File: src/rtl/column_compress_iter.sv
// Iterative carry-save reducer: ROWS partial-product rows are folded to a sum/carry pair,
// one 6:3 compression pass per clock, all arithmetic mod 2^WIDTH.
//
// state    | meaning
// S_IDLE   | waiting for a job; in_ready high
// S_REDUCE | one compression pass per edge, then one edge to settle into S_DONE
// S_DONE   | result on out_sum/out_carry, held until out_ready
module column_compress_iter #(
    parameter int WIDTH = 32,
    parameter int ROWS  = 12
) (
    input  logic                  clk,
    input  logic                  rst,
    input  logic                  in_valid,
    output logic                  in_ready,
    input  logic [ROWS*WIDTH-1:0] in_rows,
    output logic                  out_valid,
    input  logic                  out_ready,
    output logic [WIDTH-1:0]      out_sum,
    output logic [WIDTH-1:0]      out_carry,
    output logic                  busy
);

    function automatic int calc_passes(input int rows);
        int n;
        int p;
        n = rows;
        p = 0;
        while (n > 2) begin
            if (n > 3) n = 3 * ((n + 5) / 6);
            else       n = 2;
            p++;
        end
        return p;
    endfunction

    localparam int NUM_PASSES = calc_passes(ROWS);
    localparam int NG         = (ROWS + 5) / 6;
    localparam int CW         = $clog2(NUM_PASSES + 1);
    localparam logic [CW-1:0] LAST_PASS = CW'(NUM_PASSES);

    if (ROWS < 3) begin : g_bad_rows
        $error("column_compress_iter: ROWS must be >= 3");
    end

    typedef enum logic [1:0] {S_IDLE, S_REDUCE, S_DONE} state_t;

    state_t           r_state;
    state_t           w_state_nxt;
    logic [CW-1:0]    r_pass_cnt;
    logic [WIDTH-1:0] r_rows      [ROWS];
    logic [WIDTH-1:0] w_pad       [6*NG];
    logic [WIDTH-1:0] w_pass_rows [ROWS];

    // Zero-pad the row store to a whole number of 6-row groups.
    for (genvar r = 0; r < 6 * NG; r++) begin : g_pad
        if (r < ROWS) begin : g_row
            assign w_pad[r] = r_rows[r];
        end else begin : g_zero
            assign w_pad[r] = '0;
        end
    end

    always_comb begin
        logic [2:0]       w_cnt;
        logic [WIDTH-1:0] w_b0;
        logic [WIDTH-1:0] w_b1;
        logic [WIDTH-1:0] w_b2;
        for (int r = 0; r < ROWS; r++) w_pass_rows[r] = '0;
        for (int g = 0; g < NG; g++) begin
            w_b0 = '0;
            w_b1 = '0;
            w_b2 = '0;
            for (int i = 0; i < WIDTH; i++) begin
                w_cnt = '0;
                for (int j = 0; j < 6; j++) w_cnt = w_cnt + {2'b00, w_pad[6*g+j][i]};
                w_b0[i] = w_cnt[0];
                w_b1[i] = w_cnt[1];
                w_b2[i] = w_cnt[2];
            end
            // Shifts drop weights >= 2^WIDTH and leave the low bits of rows B/C zero.
            w_pass_rows[3*g]   = w_b0;
            w_pass_rows[3*g+1] = w_b1 << 1;
            w_pass_rows[3*g+2] = w_b2 << 2;
        end
    end

    always_ff @(posedge clk) begin
        if (rst) begin
            r_state    <= S_IDLE;
            r_pass_cnt <= '0;
            for (int r = 0; r < ROWS; r++) r_rows[r] <= '0;
        end else begin
            r_state <= w_state_nxt;
            case (r_state)
                S_IDLE: begin
                    if (in_valid) begin
                        r_pass_cnt <= '0;
                        for (int r = 0; r < ROWS; r++) r_rows[r] <= in_rows[r*WIDTH +: WIDTH];
                    end
                end
                S_REDUCE: begin
                    if (r_pass_cnt < LAST_PASS) begin
                        r_pass_cnt <= r_pass_cnt + 1'b1;
                        for (int r = 0; r < ROWS; r++) r_rows[r] <= w_pass_rows[r];
                    end
                end
                default: ;
            endcase
        end
    end

    always_comb begin
        w_state_nxt = r_state;
        case (r_state)
            S_IDLE:   if (in_valid) w_state_nxt = S_REDUCE;
            S_REDUCE: if (r_pass_cnt == LAST_PASS) w_state_nxt = S_DONE;
            S_DONE:   if (out_ready) w_state_nxt = S_IDLE;
            default:  w_state_nxt = S_IDLE;
        endcase
    end

    assign in_ready  = (r_state == S_IDLE);
    assign out_valid = (r_state == S_DONE);
    assign busy      = (r_state == S_REDUCE) || (r_state == S_DONE);
    assign out_sum   = r_rows[0];
    assign out_carry = r_rows[1];

endmodule

File: config.mk
export PLATFORM = sky130hd
export DESIGN_NAME = column_compress_iter
export DESIGN_NICKNAME = d
export VERILOG_FILES = /design/src/rtl/column_compress_iter.sv
export SDC_FILE = /design/constraint.sdc
export NUM_CORES = 1
export LEC_CHECK = 0
export CAP_MARGIN = 30
export CORE_MARGIN = 3
export CORE_UTILIZATION = 53
export CTS_CLUSTER_DIAMETER = 100
export DETAILED_ROUTE_END_ITERATION = 16
export HOLD_SLACK_MARGIN = 0.12
export PLACE_DENSITY = 0.86
export SYNTH_ARGS = -nofsm -noshare
export SYNTH_HDL_FRONTEND = slang
export SYNTH_SLANG_ARGS = --single-unit
export TNS_END_PERCENT = 20
File: constraint.sdc
create_clock -name clk -period 14.26 [get_ports clk]
set_clock_uncertainty 0.15 [all_clocks]
set_input_delay 2.852 -clock clk [delete_from_list [all_inputs] [get_ports clk]]
set_output_delay 2.852 -clock clk [all_outputs]
set_load 0.02 [all_outputs]
======== Word level (Yosys, flattened, before mapping) ========
Memories as Yosys holds them, arrays and structs flattened.
Index checks and enable logic that the tools add are counted.
W data, S select, Z words.
word-level totals
  bits in registers ....................... 4
  RAM bits ................................ 384
  input port bits ......................... 388
  output and inout port bits .............. 67
  word-level logic and storage cells ...... 402
  memories ................................ 1
memories
  memory  words  width  read ports  clocked after memory_dff  wr ports  RTL line  text
  r_rows  12     32     12          0                         12        51        logic [WIDTH-1:0] r_rows [ROWS];
cells by class
  add/subtract/negate cells ............... 321
  $lt $le $gt $ge ......................... 1
  equality and inequality tests ........... 7
  multiplexer cells ....................... 41
  bitwise operators ....................... 24
  reductions and logical operators ........ 5
operators by type and width
  operator               count
  $mux W32               24
  $add A3 B1 Y3          180
  $add A2 B1 Y3          60
  $add A1 B1 Y2          62
  $or A1 B1 Y1           24
  $add A2 B1 Y2          8
  $add A1 B1 Y1          10
  $mux W1                10
  $mux W2                5
  $ne A2 B2 Y1 const B   3
  $pmux W2 S3            1
  $reduce_and A3 Y1      2
  $eq A2 B2 Y1 const B   2
  $pmux W2 S2            1
  $add A2 B1 Y2 const B  1
  $eq A2 B1 Y1 const B   1
  $logic_not A2 Y1       1
  $lt A2 B2 Y1 const B   1
  $ne A2 B1 Y1 const B   1
  $reduce_bool A2 Y1     1
  $logic_or A1 B1 Y1     1

======== Logic depth before layout (Yosys ltp) ========
An unclocked memory read counts as a cell.
  word-level depth ........................ 7
  depth in mapped cells ................... 8
  depth with buffers taken out ............ 8

======== Worst setup path after synthesis ========
OpenSTA, ideal clock, no wires.
  path type ............................... input-to-reg
  start ................................... input rst
  end ..................................... memory r_rows[0][0], enable pin
  setup time .............................. 2614 ps
  arrival time ............................ 9102 ps
  data required time ...................... 11496 ps
  setup slack ............................. 2394 ps
  cell stages on the path ................. 4
  path buffers ............................ 2
  cells stage by stage .................... buf_2 nor2_1 clkbuf_1 nand2_1
RTL lines
  what         RTL line  text
  from (decl)  13        input logic rst,
  to (decl)    51

==> impl_metrics.toml <==
[power_and_ir_drop]
pwr-share-clk = 0.156
power_w = 0.00660
seqPwrFrac = 0.310
max-vdd-ir-drop_mv = 0.125
intPower_w = 0.00387
power_density_nw_per_um2 = 233
total_leakage_power_nw = 12.2
p_switching_w = 0.00273
sw_frac_of_total = 0.413
pwr-share-comb = 0.534

[sta]
max_freq_mhz = 169
fin_crit_sh = 0.416
fin_setup_tns_ps = 0
fin_ws_ps = 8330
timing.slew.headroom = 0.402
setup_violations = 0
rsz0062_at_grt = "false"
tightest_slew_ps = 894
hold_viol = 0
drv_slew = 0
period_needed_ps = 5930

[worst_setup_path]
worstPathMaxFanout = 69
required_ps = 14290
r2r_setup_slack_ps = 10430
critPathKind = "input pin to register"
cp_top_family = "buffers and inverters"
critPathSlowestCell = "clkdlybuf4s50_1"
r2r_start = "r_state[1]"
timing.rr.end = "r_rows[0][170]"
path_buf_inv = 5
crit_arrival_ps = 5960
path_cells = "clkdlybuf4s50_1, nor2_4, nand2_4, buf_16, buf_4, buf_16, buf_4"
max_stage_delay_ps = 820
cp-end-kind = "register"
critical_path_cell_count = 7
rr_worst_depth = 9
start_kind = "input pin"

[routing]
wl_per_cell_um = 21.5
wl_mm = 60.9
dr.pass1.iters = 5
postRouteAntennaNets = 0
drc = 0
drt-initial-drc-count = 1431
vias = 14900
viasPerCell = 5.24

[clocking]
cts_buffer_depth = 3
cts_hold_buf = 0
clk_pin_slew_ps = 60
cts_resized = 0
postCtsSetupBuffers = 0
clock_latency_ps = 560
root_buffer = "clkbuf_16"
numCtsBuffers = 41
cts_max_level = 2
cts_tree = "built"
clock_sinks = 388

[worst_hold_path]
holdCritStartpoint = "r_pass_cnt[0]"
hp-class = "register to register"
holdPathEnd = "r_pass_cnt[0]"
hold_depth = 2

[floorplan]
core_um2 = 41200
fp.dieArea_um2 = 44600
pin_count = 455
die-height_um = 211
initial_utilization = 0.541
die_x_um = 211
fp-row-count = 74

[place]
dp_slack_ps = 7190
portBuffers = 454
dp_hpwl_mm = 45.5
gp_congestion = 0.952

[global_routing]
grt_overflow = 0
grt_max_degree = 139
track_usage = 0.269
grt_antenna_before_repair = 20
grt_pass1_wl_mm = 89.8
grt_pass1_vias = 15500

[cells_and_area]
multi_input_area_um2 = 7970
fillCellCount = 2805
register_area_um2 = 11600
layout.nets = 2893
area_growth_syn_to_layout_pct = 26.9
drive_gt1_frac = 0.0372

[logic_synthesis]
ys_seq_area_frac = 0.521
synth_nets = 2524
ys_ff_latch = 388
synth_cell_types = 28
synth_area_um2 = 22300
netlist_instances = 1884
synth_warnings = 0
avgSynthCellArea_um2 = 11.8

[flow_run]
drv_cap = 0

[outcome]
run_status = "completed"
==> power by group through the flow <==
stage	Combinational [W]	Sequential, W	Clock [W]
global route	0.00394	0.00209	0.00109
CTS	0.00350	0.00205	0.00105
floorplan	0.00224	0.00211	0
detailed placement	0.00343	0.00207	0
finish	0.00352	0.00205	0.00103
global placement	0.00319	0.00205	0
==> logic make-up after synthesis <==
logic type | count (synthesis) | share of synthesized area
xor gates and xnor gates | 14 | 0.00550
muxes | 2 | 0.000898
and+or+nand+nor | 397 | 0.0915
DFF | 388 | 0.521
buffers and inverters | 637 | 0.123
adders and majority gates | 252 | 0.203
AOI/OAI and AO/OA | 194 | 0.0550
==> cell type report <==
type,instances,area share
well taps,532,0.0235
clock inverters,23,0.00566
diodes,22,0.00195
repair buffers,473,0.173
flip-flops and latches,388,0.410
clock buffers,52,0.0392
inverters,490,0.0650
multi-input cells,859,0.282
==> cell usage after synthesis, drive strengths merged <==
master,instances,share of area
or2,1,0.00028
nor2,186,0.032
a21o,2,0.00067
nand2,3,0.00051
o21ai,2,0.00045
mux2i,2,0.00090
a22o,5,0.0020
a32oi,1,0.00039
nor2b,4,0.0015
ha,68,0.038
nand2b,1,0.00062
fa,184,0.17
clkbuf,12,0.0020
inv,490,0.083
buf,135,0.038
nor3,3,0.0012
dfxtp,4,0.0036
and2,199,0.056
edfxtp,384,0.52
xnor2,10,0.0039
o22ai,181,0.051
xor2,4,0.0016
a21oi,3,0.00067
==> metal layers <==
layer	GRT usage	vias up	part of all wire
met1	0.373	7338	0.40
met2	0.436	725	0.49
met4	0.114	0	0.038
met5	0	-	0
li1	-	6689	-
met3	0.0349	118	0.073
==> worst max-delay path by stage <==
stage               slack, ps  start        endpoint
finish                   8330    rst  r_rows[0][170]
global route             8190    rst   r_rows[0][10]
CTS                      7780    rst   r_rows[0][43]
detailed placement       7190    rst  r_rows[0][120]
global placement         7010    rst  r_rows[0][150]
floorplan                2390    rst    r_rows[0][0]
==> tightest hold or removal path, cell delays in order, from the launching register on <==
cell and delay, ps:
dfxtp_1 330, o21ai_0 80, a21oi_1 70
==> flip-flops by register name, summed over array words and instances (netlist names) <==
signal and flops:
r_rows 384, r_pass_cnt 2, r_state 2
==> layout by cell type, fill, tap and decap left out, types with 2 or more instances in the layout <==
cell,n
a21oi_1,3
a22o_1,5
and2_1,199
buf_16,10
buf_4,9
bufinv_16,2
clkbuf_1,9
clkbuf_16,43
clkdlybuf4s50_1,454
clkinv_1,9
clkinv_2,10
dfxtp_1,4
diode_2,22
edfxtp_1,384
fa_1,184
ha_1,68
inv_1,490
mux2i_1,2
nor2_1,184
nor2_4,2
nor2b_1,3
nor3_1,2
o21ai_0,2
o22ai_1,181
xnor2_1,10
xor2_1,4
==> per-stage QoR <==
step                      instance area (um^2)  instances  utilization  hold slack, ps
final                                    28300       2839        0.687             382
after global routing                     28300       2838        0.687             403
after floorplan                          22300       1884            -             327
after global placement                   26700       2732        0.648             338
after detailed placement                 26800       2736        0.651             370
after CTS                                28100       2811        0.681             378
Power figures use the tool's default switching activity.
